### src/rtl/sprite_draw_pkg.sv
// Shared constants for the sprite blitter: FSM encoding, screen geometry, colour key.
package sprite_draw_pkg;
  typedef enum logic [1:0] {
    IDLE  = 2'd0,
    RUN   = 2'd1,
    DRAIN = 2'd2,
    DONE  = 2'd3
  } state_t;

  localparam int XW    = 8;
  localparam int YW    = 7;
  localparam int SCR_W = 160;
  localparam int SCR_H = 120;
  localparam logic [7:0] TRANSP = 8'hE3;
endpackage

### src/rtl/sprite_pix_pipe.sv
// Two-stage pixel path: align the (dx,dy,valid) tag with ROM data, then add origin and filter.
module sprite_pix_pipe #(
  parameter int DXW    = 5,
  parameter int DYW    = 5,
  parameter int DATA_W = 8,
  parameter int XW     = 8,
  parameter int YW     = 7,
  parameter int SCR_W  = 160,
  parameter int SCR_H  = 120,
  parameter logic [DATA_W-1:0] TRANSP = 8'hE3
) (
  input  logic              clk,
  input  logic              rst,
  input  logic              tag_vld,
  input  logic [DXW-1:0]    tag_dx,
  input  logic [DYW-1:0]    tag_dy,
  input  logic [XW-1:0]     org_x,
  input  logic [YW-1:0]     org_y,
  input  logic [DATA_W-1:0] mem_data,
  output logic [XW-1:0]     plot_x,
  output logic [YW-1:0]     plot_y,
  output logic [DATA_W-1:0] plot_colour,
  output logic              plot
);
  logic           vld_s1;
  logic [DXW-1:0] dx_s1;
  logic [DYW-1:0] dy_s1;
  logic [XW:0]    sum_x;
  logic [YW:0]    sum_y;
  logic           on_scr;
  logic           opaque;

  // Extra sum bit keeps a carry visible so wrapped coordinates are clipped, not plotted.
  assign sum_x  = {1'b0, org_x} + (XW+1)'(dx_s1);
  assign sum_y  = {1'b0, org_y} + (YW+1)'(dy_s1);
  assign on_scr = (sum_x < (XW+1)'(SCR_W)) && (sum_y < (YW+1)'(SCR_H));
  assign opaque = (mem_data != TRANSP);

  always_ff @(posedge clk) begin
    if (rst) begin
      vld_s1      <= 1'b0;
      dx_s1       <= '0;
      dy_s1       <= '0;
      plot_x      <= '0;
      plot_y      <= '0;
      plot_colour <= '0;
      plot        <= 1'b0;
    end else begin
      vld_s1      <= tag_vld;
      dx_s1       <= tag_dx;
      dy_s1       <= tag_dy;
      plot_x      <= sum_x[XW-1:0];
      plot_y      <= sum_y[YW-1:0];
      plot_colour <= mem_data;
      plot        <= vld_s1 && opaque && on_scr;
    end
  end
endmodule

### src/rtl/sprite_draw_ctrl.sv
// Sprite blit sequencer: Start/Done handshake, row-major ROM address walk, pixel pipe.
module sprite_draw_ctrl #(
  parameter int SPR_W  = 32,
  parameter int SPR_H  = 32,
  parameter int ADDR_W = 10,
  parameter int DATA_W = 8,
  parameter int XW     = sprite_draw_pkg::XW,
  parameter int YW     = sprite_draw_pkg::YW,
  parameter int SCR_W  = sprite_draw_pkg::SCR_W,
  parameter int SCR_H  = sprite_draw_pkg::SCR_H,
  parameter logic [DATA_W-1:0] TRANSP = sprite_draw_pkg::TRANSP
) (
  input  logic              Clock,
  input  logic              Reset,
  input  logic              Start,
  input  logic [XW-1:0]     X0,
  input  logic [YW-1:0]     Y0,
  output logic              Busy,
  output logic              Done,
  output logic [ADDR_W-1:0] MemAddr,
  input  logic [DATA_W-1:0] MemData,
  output logic [XW-1:0]     PlotX,
  output logic [YW-1:0]     PlotY,
  output logic [DATA_W-1:0] PlotColour,
  output logic              Plot
);
  import sprite_draw_pkg::*;

  localparam int DXW = $clog2(SPR_W);
  localparam int DYW = $clog2(SPR_H);

  state_t         state_q, state_d;
  logic [DXW-1:0] dx_q;
  logic [DYW-1:0] dy_q;
  logic [XW-1:0]  x0_q;
  logic [YW-1:0]  y0_q;
  logic           drain_q;
  logic           last;

  assign last    = (dx_q == DXW'(SPR_W-1)) && (dy_q == DYW'(SPR_H-1));
  assign MemAddr = ADDR_W'({dy_q, dx_q});
  assign Busy    = (state_q == RUN) || (state_q == DRAIN);
  assign Done    = (state_q == DONE);

  always_ff @(posedge Clock) begin
    if (Reset) state_q <= IDLE;
    else       state_q <= state_d;
  end

  always_comb begin
    state_d = state_q;
    case (state_q)
      IDLE:    if (Start) state_d = RUN;
      RUN:     if (last) state_d = DRAIN;
      DRAIN:   if (drain_q) state_d = DONE;
      DONE:    state_d = IDLE;
      default: state_d = IDLE;
    endcase
  end

  // Counters wrap back to zero after the last address, so MemAddr idles at 0.
  always_ff @(posedge Clock) begin
    if (Reset) begin
      dx_q    <= '0;
      dy_q    <= '0;
      x0_q    <= '0;
      y0_q    <= '0;
      drain_q <= 1'b0;
    end else begin
      case (state_q)
        IDLE: if (Start) begin
          x0_q <= X0;
          y0_q <= Y0;
          dx_q <= '0;
          dy_q <= '0;
        end
        RUN: begin
          dx_q <= dx_q + 1'b1;
          if (dx_q == DXW'(SPR_W-1)) dy_q <= dy_q + 1'b1;
        end
        DRAIN:   drain_q <= ~drain_q;
        default: drain_q <= 1'b0;
      endcase
    end
  end

  sprite_pix_pipe #(
    .DXW(DXW), .DYW(DYW), .DATA_W(DATA_W), .XW(XW), .YW(YW),
    .SCR_W(SCR_W), .SCR_H(SCR_H), .TRANSP(TRANSP)
  ) u_pipe (
    .clk        (Clock),
    .rst        (Reset),
    .tag_vld    (state_q == RUN),
    .tag_dx     (dx_q),
    .tag_dy     (dy_q),
    .org_x      (x0_q),
    .org_y      (y0_q),
    .mem_data   (MemData),
    .plot_x     (PlotX),
    .plot_y     (PlotY),
    .plot_colour(PlotColour),
    .plot       (Plot)
  );
endmodule

### config.mk
export PLATFORM = sky130hd
export DESIGN_NAME = sprite_draw_ctrl
export DESIGN_NICKNAME = d
export VERILOG_FILES = /design/src/rtl/sprite_draw_pkg.sv /design/src/rtl/sprite_pix_pipe.sv /design/src/rtl/sprite_draw_ctrl.sv
export SDC_FILE = /design/constraint.sdc
export NUM_CORES = 1
export LEC_CHECK = 0
export BUFFER_PORTS_ARGS = -buffer_cell sky130_fd_sc_hd__buf_2
export CELL_PAD_IN_SITES_DETAIL_PLACEMENT = 1
export CELL_PAD_IN_SITES_GLOBAL_PLACEMENT = 1
export CORE_ASPECT_RATIO = 2
export CORE_MARGIN = 3
export CORE_UTILIZATION = 36
export DETAILED_ROUTE_END_ITERATION = 10
export HOLD_SLACK_MARGIN = 0.12
export PLACE_DENSITY = 0.81
export SYNTH_ARGS = -nofsm -noshare
export SYNTH_HDL_FRONTEND = slang
export SYNTH_HIERARCHICAL = 1
export SYNTH_SLANG_ARGS = --single-unit
export TNS_END_PERCENT = 100
### constraint.sdc
create_clock -name Clock -period 2.16 [get_ports Clock]
set_clock_uncertainty 0.1 [all_clocks]
set_input_delay 0.108 -clock Clock [delete_from_list [all_inputs] [get_ports Clock]]
set_output_delay 0.108 -clock Clock [all_outputs]
set_load 0.02 [all_outputs]
==> out/results.ini <==
[drt]
drc = 0
drtPass1Iterations = 4
vias = 2370
drt_iter0_drc = 67
vias_per_cell = 4.87
wl_per_cell_um = 14.6
ant_nets = 0
wirelength_um = 7130

[synthesis]
yosys.cell_types.count = 45
synth_ff_type = dfxtp_1
async_flop_share_pct = 0
synth.avg_cell_area_um2 = 9.19
seq_area_frac_synth_pct = 46.8
syn_inst = 293
yosys_register_bits = 63
yosysWarnings = 6
synth-edff-count = 0
yosysMostFrequentCell = dfxtp_1
syn_nets = 339
netlist.top_cell.by_area = dfxtp_1
synth.top_cell.area_share_pct = 46.8
ys_top_cells_by_count = dfxtp_1, nand2_1, nor2b_1
netlist_area_mm2 = 0.00269
synthTopCellsByArea = dfxtp_1, ha_1, nor2b_1

[critical_path]
r2r-start = dx_q[0]$_SDFFE_PP0P_
cp_num_buf_inv = 0
worst_r2r_path_depth = 7
r2r-end = dy_q[3]$_SDFFE_PP0P_
cp.depth = 7
r2r_slack_ps = 60
cp_slowest_cell = or3_4
path_cells = ha_4 -> and3_4 -> ha_4 -> and2b_2 -> or3_4 -> or3_1 -> a21oi_1
cp.required_ps = 2320
cp.arrival_ps = 2250
cpPeakStageDelay_ps = 400
cp-start-kind = register
critPathCapture = dy_q[3]$_SDFFE_PP0P_
path_common_cell = ha_4
crit_family = simple AND/OR/NAND/NOR gates
crit_type = reg -> reg
path_max_fanout = 5
cp-end-kind = register
cp-startpoint = dx_q[0]$_SDFFE_PP0P_

[global_route]
antenna_found_initial = 0
grt_pass1_vias = 2416
grt_max_degree = 43
grt_usage_pct = 17.5
grt-ovfl-total = 0
grt_pass1_wl_um = 11200

[cells_and_area]
final_nets = 436
instances_no_fill = 487
final_util_pct = 52.1
fill_cells = 864
area_delta_synth_final_pct = 40.5
fin_area_mm2 = 0.00378
diodes = 0
drive_gt1_share_pct = 26.6

[clock_tree]
clkTransAtPathRegs_ps = 50
cts_max_path_buffers = 2
clock-root-buffer = clkbuf_16
numCtsBuffers = 9
cts.sinks = 63
clkLatencyLatePin_ps = 320
cts_tree = built
h-tree-depth = 3

[floorplanning]
fp.coreArea_mm2 = 0.00727
start_util_pct = 37.1
num_io_pins = 62
die_x_um = 67.2
die_y_um = 128
rows = 44
dieArea_mm2 = 0.00862

[min_path]
hold_path_class = in -> reg

[place]
gp_congestion = 0.764
post-dp-hpwl_um = 5000
io_buffers = 61
placedInstanceArea_mm2 = 0.00314
dp_cells = 445

[pwr]
pwr_density_cell_mw_per_mm2 = 1020
p_leak_nw = 1.68
max-vdd-ir-drop_uv = 644

[job]
cap_viol_max_count = 0

[sta]
whs_ps = 245
setup_viol = 0
hold_viol = 0
finalCriticalPeriod_ps = 2100
worst_slew_pin_slew_ps = 787
finalSetupTns_ps = 0
slew_headroom_pct = 47.6
slew_violations = 0
fmax_mhz = 477
fin_crit_sh_pct = 97.1
rsz0062_at_grt = no

[run_status]
run_status = finished, final reports clean

[cells in the final DEF (no fill, tap or decap), drive strengths merged, types with 3 or more instances in the layout]
cell type / count
dlygate4sd3: 24
ha: 18
a211oi: 4
buf: 73
dfxtp: 63
nand3: 3
nor2: 23
a21oi: 23
or3: 4
a22oi: 3
mux2i: 3
xor2: 4
nand2: 40
xnor2: 5
nor2b: 27
nand2b: 5
clkbuf: 13
inv: 13
nor3: 4
nor4: 3
o21ai: 11
[per-layer routing]
metal	track usage (%)	routed length [µm]	part of all wire, %
met5	0	0	0
met4	9.81	196	2.7
met3	4.19	266	3.7
met2	33.6	4200	59
met1	15.7	2470	35
[worst register-to-register path, delay by kind of cell, from the launching register on]
kind / cells / cell delay (ps)
flops: 1 / 350
simple gates: 4 / 1180
compound gates: 1 / 140
fa+ha+maj: 2 / 260
[flip-flops by register name, summed over array words and instances, names as in the netlist, 2 cells and up]
| register | cells |
|---|---|
| u_pipe/plot_y | 7 |
| dx_q | 5 |
| u_pipe/plot_colour | 8 |
| dy_q | 5 |
| y0_q | 7 |
| x0_q | 8 |
| state_q | 2 |
| u_pipe/dy_s1 | 5 |
| u_pipe/dx_s1 | 5 |
| u_pipe/plot_x | 8 |
[power by group]
group	total (mW)	switching (mW)	leakage (nW)	internal (mW)
Clock	1.55	0.482	0.160	1.07
Combinational	0.959	0.556	1.00	0.403
Sequential	1.36	0.0755	0.515	1.29
Total	3.87	1.11	1.68	2.76
[per-stage QoR]
stage	setup WS [ps]	total power, mW
floorplan	15.4	1.99
global placement	112	2.22
detailed placement	35.9	2.25
CTS	7.23	3.86
global route	18.4	4.08
finish	62.4	3.87
[kinds of logic after synthesis]
| logic type | Yosys count | synth area share (%) |
|---|---|---|
| AND/OR/NAND/NOR | 120 | 22.9 |
| flip-flops | 63 | 46.8 |
| AO/OA/AOI/OAI | 54 | 12.8 |
| buffers and inverters | 24 | 3.62 |
| adder cells (fa/ha/maj) | 20 | 9.85 |
| XOR/XNOR | 9 | 2.93 |
| multiplexers | 3 | 1.11 |
[how the worst min path moves through the flow]
stage / from / to / depth (start not counted)
2_1_floorplan: Reset / u_pipe/dx_s1[4]$_SDFF_PP0_ / 1
3_3_place_gp: MemData[0] / u_pipe/plot_colour[0]$_SDFF_PP0_ / 2
3_5_place_dp: MemData[6] / u_pipe/plot_colour[6]$_SDFF_PP0_ / 2
4_1_cts: Reset / u_pipe/plot_x[1]$_SDFF_PP0_ / 2
5_1_grt: Reset / u_pipe/plot_x[4]$_SDFF_PP0_ / 2
6_report: Reset / u_pipe/plot_x[1]$_SDFF_PP0_ / 2
[area by class of cell]
cell class	instances	area (µm²)	share of cell area, %
clock buffer	13	260	6.88
multi-input combinational	206	1400	36.9
clock inverter	3	65.1	1.72
tap	92	115	3.04
inverter	13	48.8	1.29
timing repair buffer	97	636	16.8
sequential	63	1260	33.4
[timing repair]
| action | CTS | global route |
|---|---|---|
| setup buffers | 0 | 2 |
| hold buffers | 24 | 0 |
| hold endpoints to repair | 24 | 0 |
| gates resized for setup | 0 | 12 |
| setup endpoints to repair | 0 | 5 |
(Power assumes the default switching activity.)
